==> src/rtl/lfsr_stim_gen.sv <==
// ---------------------------------------------------------------------------
// lfsr_stim_gen
// Repeatable, synthesizable pseudo-random stimulus source for a downstream
// flip-flop under test. A 16-bit Galois LFSR supplies both the data samples
// and the idle gap inserted before each sample.
//
// Optional feature macro: STIM_FIXED_DELAY_EN
//   defined   -> every gap is MAX_DELAY-1 idle cycles (sample period MAX_DELAY+1)
//   undefined -> gap is lfsr[15:8] % MAX_DELAY (sample period gap+2)
//   The LFSR steps identically in both builds, so the data sequence matches.
//
// Ports
//   clk        rising-edge clock
//   reset      synchronous active-low reset
//   start      begin a run (accepted only in IDLE or DONE)
//   seed_load  load seed_in into the LFSR (accepted only in IDLE or DONE)
//   seed_in    new seed; zero is replaced by SEED
//   d          sample data; holds the last sample between pulses
//   d_valid    one-cycle strobe per new sample
//   busy       run in progress (DELAY or DRIVE)
//   done       run completed; held until next start or reset
//   count      samples issued in the current/last run
// ---------------------------------------------------------------------------
module lfsr_stim_gen #(
    parameter int          WIDTH     = 1,
    parameter logic [15:0] SEED      = 16'hACE1,
    parameter int          NUM_TESTS = 10,
    parameter int          MAX_DELAY = 10,
    localparam int         CNT_W     = $clog2(NUM_TESTS + 1)
) (
    input  logic             clk,
    input  logic             reset,
    input  logic             start,
    input  logic             seed_load,
    input  logic [15:0]      seed_in,
    output logic [WIDTH-1:0] d,
    output logic             d_valid,
    output logic             busy,
    output logic             done,
    output logic [CNT_W-1:0] count
);

    localparam int DLY_W = 8;

    localparam logic [1:0] ST_IDLE  = 2'd0;
    localparam logic [1:0] ST_DELAY = 2'd1;
    localparam logic [1:0] ST_DRIVE = 2'd2;
    localparam logic [1:0] ST_DONE  = 2'd3;

    // One Galois step with feedback taps 16,14,13,11.
    function automatic logic [15:0] lfsr_step(input logic [15:0] v);
        return {1'b0, v[15:1]} ^ (v[0] ? 16'hB400 : 16'h0000);
    endfunction

    // Gap length chosen from the current LFSR value at each delay load.
    function automatic logic [DLY_W-1:0] dly_pick(input logic [15:0] v);
`ifdef STIM_FIXED_DELAY_EN
        return DLY_W'(MAX_DELAY - 1);
`else
        return DLY_W'({24'h000000, v[15:8]} % 32'(MAX_DELAY));
`endif
    endfunction

    logic [1:0]       state_r,   state_nxt_s;
    logic [15:0]      lfsr_r,    lfsr_nxt_s;
    logic [DLY_W-1:0] dly_r,     dly_nxt_s;
    logic [WIDTH-1:0] d_r,       d_nxt_s;
    logic             d_valid_r, d_valid_nxt_s;
    logic             busy_r,    busy_nxt_s;
    logic             done_r,    done_nxt_s;
    logic [CNT_W-1:0] count_r,   count_nxt_s;
    logic [CNT_W-1:0] count_inc_s;

    assign count_inc_s = count_r + CNT_W'(1);

    // Next-state and next-output computation for the run sequencer.
    always_comb begin
        state_nxt_s   = state_r;
        lfsr_nxt_s    = lfsr_r;
        dly_nxt_s     = dly_r;
        d_nxt_s       = d_r;
        d_valid_nxt_s = 1'b0;
        done_nxt_s    = done_r;
        count_nxt_s   = count_r;
        case (state_r)
            ST_IDLE, ST_DONE: begin
                // seed_load wins over a simultaneous start
                if (seed_load) begin
                    lfsr_nxt_s = (seed_in == 16'h0000) ? SEED : seed_in;
                end else if (start) begin
                    count_nxt_s = {CNT_W{1'b0}};
                    done_nxt_s  = 1'b0;
                    dly_nxt_s   = dly_pick(lfsr_r);
                    lfsr_nxt_s  = lfsr_step(lfsr_r);
                    state_nxt_s = ST_DELAY;
                end else begin
                    state_nxt_s = state_r;
                end
            end
            ST_DELAY: begin
                if (dly_r != {DLY_W{1'b0}}) begin
                    dly_nxt_s = dly_r - DLY_W'(1);
                end else begin
                    d_nxt_s       = lfsr_r[WIDTH-1:0];
                    d_valid_nxt_s = 1'b1;
                    lfsr_nxt_s    = lfsr_step(lfsr_r);
                    state_nxt_s   = ST_DRIVE;
                end
            end
            ST_DRIVE: begin
                count_nxt_s = count_inc_s;
                if (count_inc_s == CNT_W'(NUM_TESTS)) begin
                    done_nxt_s  = 1'b1;
                    state_nxt_s = ST_DONE;
                end else begin
                    dly_nxt_s   = dly_pick(lfsr_r);
                    lfsr_nxt_s  = lfsr_step(lfsr_r);
                    state_nxt_s = ST_DELAY;
                end
            end
            default: begin
                state_nxt_s = ST_IDLE;
            end
        endcase
        busy_nxt_s = (state_nxt_s == ST_DELAY) || (state_nxt_s == ST_DRIVE);
    end

    // State and output registers with synchronous active-low reset.
    always_ff @(posedge clk) begin
        if (!reset) begin
            state_r   <= ST_IDLE;
            lfsr_r    <= SEED;
            dly_r     <= {DLY_W{1'b0}};
            d_r       <= {WIDTH{1'b0}};
            d_valid_r <= 1'b0;
            busy_r    <= 1'b0;
            done_r    <= 1'b0;
            count_r   <= {CNT_W{1'b0}};
        end else begin
            state_r   <= state_nxt_s;
            lfsr_r    <= lfsr_nxt_s;
            dly_r     <= dly_nxt_s;
            d_r       <= d_nxt_s;
            d_valid_r <= d_valid_nxt_s;
            busy_r    <= busy_nxt_s;
            done_r    <= done_nxt_s;
            count_r   <= count_nxt_s;
        end
    end

    assign d       = d_r;
    assign d_valid = d_valid_r;
    assign busy    = busy_r;
    assign done    = done_r;
    assign count   = count_r;

endmodule

==> config.mk <==
export PLATFORM = sky130hd
export DESIGN_NAME = lfsr_stim_gen
export DESIGN_NICKNAME = d
export VERILOG_FILES = /design/src/rtl/lfsr_stim_gen.sv
export SDC_FILE = /design/constraint.sdc
export NUM_CORES = 1
export LEC_CHECK = 0
export ABC_AREA = 1
export CORE_UTILIZATION = 50
export CTS_CLUSTER_SIZE = 8
export DETAILED_ROUTE_END_ITERATION = 8
export PLACE_DENSITY = 0.72
export SYNTH_ARGS = -nofsm -noshare
export SYNTH_HDL_FRONTEND = slang
export SYNTH_SLANG_ARGS = --single-unit
==> constraint.sdc <==
create_clock -name clk -period 4 [get_ports clk]
set_input_delay 0.8 -clock clk [delete_from_list [all_inputs] [get_ports clk]]
set_output_delay 0.8 -clock clk [all_outputs]
set_load 0.02 [all_outputs]
Yosys cells after proc, flatten, opt, wreduce, memory -nomap -nowiden --
Cells that the tools add are included.
Word-level totals: flip-flop bits (word level) 34, input port bits 20, output and inout bits 8, logic and storage cells 63
Cells by class: add/sub/neg operators 2, divide/modulo/power cells 1, equal/unequal tests 13, mux-type cells 25, bitwise operators 2, reductions and logical operators 12
Operators by type and width (number):
- $mux 16 | 6
- $pmux 16 s3 | 1
- $mod 8x4->32 const B | 1
- $mux 8 | 4
- $pmux 8 s3 | 1
- $logic_not 16->1 | 1
- $xor 15x16->16 | 1
- $ne 2x2->1 const B | 6
- $mux 2 | 4
- $mux 4 | 2
- $pmux 4 s2 | 1
- $reduce_and 4->1 | 2
- $reduce_bool 8->1 | 1
- $sub 8x1->8 const B | 1
- $eq 2x2->1 const B | 3
- $pmux 2 s3 | 1
- $reduce_and 3->1 | 2
- $add 4x1->4 const B | 1
- $eq 2x1->1 const B | 2
- $eq 4x4->1 const B | 1
- $mux 1 | 4
- $reduce_and 2->1 | 2
- $ne 3x3->1 const B | 1
- $logic_not 2->1 | 1
- other kinds (5) | 5

Logic depth before layout (Yosys ltp) --
Gate-level depths: netlist of run 1.
word-level depth 6, gate-level depth with buffers 29, depth with buffers taken out 28

Worst setup path before layout of run 1 --
OpenSTA, ideal clock, no wires.
kind register -> register, start point register lfsr_r[14], end point register dly_r[3], library setup time 0.132 ns, data arrival time 2.621 ns, required time 3.868 ns, slack 1.247 ns, stages on the path, launching flop included 25, path buffers 1, period minus slack after synthesis 2.753 ns, path through dfxtp_1 buf_2 inv_2 nand2_4 ha_1 o21bai_4 nand2_2 nand3_1 nand2_2 nor2_4 nand2_2 nand3_2 nand2_2 nor2_4 nand3_1 nand3_2 nand2_2 nor2_4 nand2_4 nor2_8 nand2_4 nand2_1 nand3_1 nand2_1 a21oi_2
Between the ends: word-level cells in the longest chain between the ends 4, elaborated cells on any way between the ends 5, classes of those cells 1 x div; 4 x mux
RTL lines:
- from (decl) | line 65 | logic [15:0] lfsr_r, lfsr_nxt_s;
- from (signal assigned) | line 141 | lfsr_r <= lfsr_nxt_s;
- $mod 8x4->32 (*) | line 60 | return DLY_W'({24'h000000, v[15:8]} % 32'(MAX_DELAY));
- $mux 8 | line 90 | end else if (start) begin
- $mux 8 | line 88 | if (seed_load) begin
- $pmux 8 s3 (*) | line 85 | case (state_r)
- to (signal assigned) | line 133 | dly_r <= {DLY_W{1'b0}};
- to (signal assigned) | line 142 | dly_r <= dly_nxt_s;
- to (decl) | line 66 | logic [DLY_W-1:0] dly_r, dly_nxt_s;
Every way passes the cells marked *; elsewhere a longest branch is shown, timed or not. The select of a mux whose other input is x is not followed. A chain may end at the register's enable or synchronous reset.

Worst setup path in the final report of run 1 --
start point register lfsr_r[13], end point register dly_r[7]
The elaborated chain is that of the path after synthesis.

==> reports/qor.csv, run 1 <==
metric,value,unit
HPWL after detailed placement,4190,µm
"slowest stage cell, crit path",dfxtp_1,
Synth top area share,0.275,
period utilisation layout,0.762,
Clock Sinks,34,
RSZ-0062 raised after global routing,false,
leading area contributor after synthesis,dfxtp_1,
GPL Wtd Cong,0.798,
total number of vias,2482,
critical path arrival,3.20,ns
slew at the pin with the worst max-slew slack,0.596,ns
ANT cells,0,
"Reg clk slew, reported paths",0.07,ns
status,finished clean,
initial antenna violation count,0,
CP max FO,18,
WHS,0.486,ns
total negative slack,0,ns
DR iter-0 viols,165,
WL per Instance,11.9,µm
non-filler instance count after layout,466,
Final #Nets,425,
final wirelength,5550,µm
type of the worst min-delay path,flop to flop,
worst skew pair latency,0.28,ns
syn_area_per_cell,6.65,µm²
final hold viol count,0,
flop-to-flop setup slack,0.95,ns
syn nets,400,
Bufs on Longest Clock Path,2,
most frequent cells in the layout,"nand2_1 (83), inv_1 (40), dfxtp_1 (34)",
die height,72.4,µm
Die Width,72.4,µm
TritonRoute pass-1 iters,4,
"EDFF count, synth",0,
CP most frequent cell,nand2_1,
ys async rst share,0,
startpoint of the lowest-slack hold path,lfsr_r[5]$_SDFFE_PN1P_,
hold_buf cts,0,
Max-slew headroom,0.602,
Setup crit end kind,flop,
setup bufs post-CTS,0,
ranking of synthesized cells by area,"dfxtp_1 (27%), nand2_1 (13%), inv_1 (6.1%), o21ai_0 (5.9%), a21oi_1 (5.2%)",
Critical Path Start,lfsr_r[13]$_SDFFE_PN1P_,
area growth from synthesis to layout,16.8,%
"Seq/Total Area, Yosys",0.275,
FILL cells,480,
CP peak stage delay,0.36,ns
CTS Root Buffer Type,clkbuf_8,
number of vias per cell,5.33,
layout cells sized above 1,0.130,
Synth Warn #,0,
"Data required, critical path",4.15,ns
max cap viols,0,
first-pass GRT wire length,9480,µm
Antenna Nets Post-Route,0,
dominant synthesized flop cell,dfxtp_1,
"most common cell after layout, fill and taps aside",nand2_1,
Cells after Synth,373,
CTS tree,done,
Final Max Tran Viols,0,
Netlist cell types,40,
GRT Residual Overflow,0,
All-Layer GR Usage,0.228,
fmax,0.328,GHz
Inst Count DP,458,
R2R depth,25,
reg-to-reg critical path endpoint,dly_r[7]$_SDFFE_PN0P_,
Final setup viols,0,
number of global-route vias before repair,2161,
core area,4750,µm²
CTS Buf Count,5,
H-tree depth,2,
Setup crit start kind,flop,
Initial Utilization,0.521,
pin count of the biggest net entering global routing,19,
Setup Crit Path Kind,flop to flop,
fin crit period,3.05,ns
Worst Setup EP,dly_r[7]$_SDFFE_PN0P_,
r2r startpoint,lfsr_r[13]$_SDFFE_PN1P_,
Netlist Area Pre-Place,2480,µm²
Clock Skew,0.00430,ns
post-synthesis register bit count,34,
drt drc,0,
Cell Rows,25,
# IOs,28,
port buffer count,27,
Die Area,5240,µm²
CTS resizes,0,
==> synth_stat cells, types with 2 or more instances <==
cell type / number
o22ai_1: 7
inv_2: 7
nand3_2: 8
nor3_1: 3
nand4_1: 7
a31oi_1: 10
dfxtp_1: 34
clkbuf_1: 7
buf_2: 3
o21ai_0: 29
nand2_1: 83
nand2_2: 10
nor2_1: 23
ha_1: 7
or2_2: 2
xnor2_1: 3
or2_1: 2
nand2_4: 5
xor2_1: 5
nand3_1: 26
nor4_1: 6
a21oi_1: 26
inv_1: 40
nor2_4: 3
a21oi_2: 2
==> cell type report <==
type | count | area [µm²] | area share
multi-input cells | 279 | 1570 | 0.541
flip-flops and latches | 34 | 681 | 0.235
repair buffers | 29 | 285 | 0.0986
inverters | 49 | 186 | 0.0644
clock buffers | 7 | 86.3 | 0.0298
well taps | 67 | 83.8 | 0.0290
clock inverters | 1 | 5.00 | 0.00173
==> sequential cells by signal, summed over array words and instances (netlist names) <==
signal and count:
dly_r 8, d 1, done 1, busy 1, d_valid 1, lfsr_r 16, state_r 2, count 4
==> how the worst min path moves through the flow <==
| stage | endpoint | slack [ns] | cells after the start |
|---|---|---|---|
| 3_5_place_dp | lfsr_r[6]$_SDFFE_PN1P_ | 0.47 | 2 |
| 6_report | lfsr_r[5]$_SDFFE_PN1P_ | 0.49 | 2 |
| 3_3_place_gp | lfsr_r[5]$_SDFFE_PN1P_ | 0.46 | 2 |
| 5_1_grt | lfsr_r[5]$_SDFFE_PN1P_ | 0.51 | 2 |
| 2_1_floorplan | lfsr_r[5]$_SDFFE_PN1P_ | 0.44 | 2 |
| 4_1_cts | lfsr_r[6]$_SDFFE_PN1P_ | 0.49 | 2 |
==> kinds of logic after synthesis <==
| family | count (synthesis) | share of synthesized area |
|---|---|---|
| adders and majority gates | 7 | 0.0353 |
| buffers and inverters | 60 | 0.0934 |
| and+or+nand+nor | 181 | 0.374 |
| DFF | 34 | 0.275 |
| xor gates and xnor gates | 8 | 0.0283 |
| AOI/OAI and AO/OA | 82 | 0.191 |
| muxes | 1 | 0.00404 |
==> through the flow <==
step	util	worst slack, ns	instance area (µm²)
3_5_place_dp	0.589	0.974	2800
3_3_place_gp	0.589	1.03	2800
6_report	0.609	0.950	2890
5_1_grt	0.609	0.619	2890
2_1_floorplan	-	1.25	2480
4_1_cts	0.609	0.956	2890
==> metal layers <==
metal | vias up | routed length (µm) | global-route usage
li1 | 1301 | - | -
met1 | 1113 | 2640 | 0.299
met2 | 59 | 2610 | 0.382
met3 | 9 | 241 | 0.0389
met4 | 0 | 58 | 0.0675
met5 | - | 0 | 0
==> worst max-delay path, delay by kind of cell, from the launching register on <==
family          cells  cell delay, ns
fa+ha+maj           1            0.18
buf+inv             4            0.37
flops               1            0.36
compound gates      1            0.06
simple gates       19            1.96
Power of run 1 is left out: the tool's default activity adds up to more than one toggle a clock period on the data nets, which glitch-free logic cannot reach.
==> run 2: changes to the inputs <==
==> constraint.sdc (replaced) <==
create_clock -name clk -period 2.9 [get_ports clk]
set_input_delay 0.58 -clock clk [delete_from_list [all_inputs] [get_ports clk]]
set_output_delay 0.58 -clock clk [all_outputs]
set_load 0.02 [all_outputs]
==> run 2 against run 1 <==
Against the previous run:
- register-to-register slack got worse by 0.90 ns
- sequential share of layout area decreased by 1.6 points
- non-clock buffer count increased by 17
- critical path depth decreased by 2
- global-route usage increased by 0.16 points
- clock-buffer cell count decreased by 1
- sequential cell count unchanged
- critical path type unchanged
- highest routed layer unchanged
==> reports/qor.csv, run 2 (synthesis gave the netlist of run 1 again) <==
metric,value,unit
status,finished clean,
slew at the pin with the worst max-slew slack,0.510,ns
met1 usage,0.313,
Clock Skew,0.0128,ns
startpoint of the lowest-slack hold path,lfsr_r[2]$_SDFFE_PN0P_,
period utilisation layout,0.982,
pin count of the biggest net entering global routing,19,
Cell Rows,25,
R2R depth,23,
max cap viols,0,
H-tree depth,2,
Setup Crit Path Kind,flop to flop,
Die Width,72.4,µm
core area,4750,µm²
Setup crit start kind,flop,
final hold viol count,0,
die height,72.4,µm
RSZ-0062 raised after global routing,true,
port buffer count,27,
Final setup viols,0,
CP max FO,7,
Final #Nets,442,
max FFs per register,16,
CTS Buf Count,5,
reg-to-reg critical path endpoint,dly_r[1]$_SDFFE_PN0P_,
Initial Utilization,0.521,
first-pass GRT wire length,9630,µm
CTS Root Buffer Type,clkbuf_8,
"most common cell after layout, fill and taps aside",nand2_1,
CTS tree,done,
Antenna Nets Post-Route,0,
HPWL after detailed placement,4300,µm
fin crit period,2.85,ns
r2r startpoint,lfsr_r[13]$_SDFFE_PN1P_,
Hold EP,lfsr_r[1]$_SDFFE_PN0P_,
flop-to-flop setup slack,0.05,ns
critical path arrival,3.04,ns
Die Area,5240,µm²
initial antenna violation count,0,
TritonRoute pass-1 iters,4,
met2 Use GR,0.374,
layout cells sized above 1,0.216,
total number of vias,2554,
WHS,0.473,ns
FILL cells,455,
hold_buf cts,0,
DR iter-0 viols,150,
number of vias per cell,5.29,
fmax,0.351,GHz
Clock Sinks,34,
final wirelength,5930,µm
Final Max Tran Viols,0,
Max-slew headroom,0.657,
GPL Wtd Cong,0.864,
"Reg clk slew, reported paths",0.08,ns
Reg with most FFs,lfsr_r,
Setup crit end kind,flop,
GRT Residual Overflow,0,
type of the worst min-delay path,flop to flop,
# IOs,28,
All-Layer GR Usage,0.229,
Bufs on Longest Clock Path,2,
drt drc,0,
grt peak-use layer,met2,
area growth from synthesis to layout,25.5,%
number of global-route vias before repair,2199,
met3 usage,0.0319,
hold path depth,2,
ANT cells,0,
WL per Instance,12.3,µm
most frequent cells in the layout,"nand2_1 (74), inv_1 (39), dfxtp_1 (33)",
worst skew pair latency,0.29,ns
"Data required, critical path",3.09,ns
[run 2: worst max path at each step]
| stage | startpoint | to | slack [ns] | depth (start not counted) |
|---|---|---|---|---|
| after CTS | lfsr_r[13]$_SDFFE_PN1P_ | dly_r[3]$_SDFFE_PN0P_ | 0.005 | 24 |
| after global placement | lfsr_r[13]$_SDFFE_PN1P_ | dly_r[1]$_SDFFE_PN0P_ | 0.09 | 23 |
| after global routing | lfsr_r[13]$_SDFFE_PN1P_ | dly_r[1]$_SDFFE_PN0P_ | -0.15 | 23 |
| after detailed placement | lfsr_r[13]$_SDFFE_PN1P_ | dly_r[3]$_SDFFE_PN0P_ | -0.008 | 23 |
| after floorplan | lfsr_r[14]$_SDFFE_PN0P_ | dly_r[3]$_SDFFE_PN0P_ | 0.15 | 24 |
| final | lfsr_r[13]$_SDFFE_PN1P_ | dly_r[1]$_SDFFE_PN0P_ | 0.05 | 23 |
[run 2: layout make-up]
class / instances / area (µm²) / area share
Multi-Input combinational cell: 279 / 1650 / 0.531
Sequential cell: 34 / 682 / 0.219
Timing Repair Buffer: 46 / 413 / 0.133
Inverter: 49 / 186 / 0.0599
Tap cell: 67 / 83.8 / 0.0270
Clock buffer: 6 / 82.6 / 0.0265
Clock inverter: 2 / 12.5 / 0.00402
[run 2: metal layers]
metal  vias to the layer above  routed length (µm)
met5                         -                   0
met1                      1164                2740
met3                         9                 201
met2                        46                2910
met4                         0                  79
li1                       1335                   -
[run 2: worst max-delay path, cell delays in order, from the launching register on]
cell      delay [ns]
dfxtp_2         0.32
inv_2           0.08
nand2_4         0.07
ha_4            0.25
o21bai_4        0.18
nand2_4         0.09
nand3_2         0.07
nand2_2         0.08
nor2_4          0.17
nand2_2         0.09
nand3_2         0.09
nand2_4         0.07
nor2_4          0.20
nand3_2         0.10
nand3_2         0.08
nand2_2         0.08
nor2_4          0.16
nand2_4         0.08
nor2_8          0.11
nand2_4         0.09
nand2_2         0.08
nand3_2         0.08
nand2_2         0.10
a21oi_2         0.04
[run 2: what timing repair did]
item / CTS / global route
gates resized for setup: 0 / 22
pin swaps: 3 / 16
buffers inserted: 0 / 9
setup endpoints to repair: 2 / 7
[run 2: stage by stage]
step | worst slack (ns) | cells | instance area, µm² | util | TNS (ns)
global placement | 0.0948 | 466 | 2860 | 0.602 | 0
finish | 0.0514 | 483 | 3110 | 0.654 | 0
CTS | 0.00491 | 474 | 2960 | 0.622 | 0
floorplan | 0.147 | 373 | 2480 | - | 0
global route | -0.151 | 483 | 3110 | 0.654 | -0.551
detailed placement | -0.00833 | 466 | 2860 | 0.602 | -0.00833
Power of run 2 is left out for the same reason.
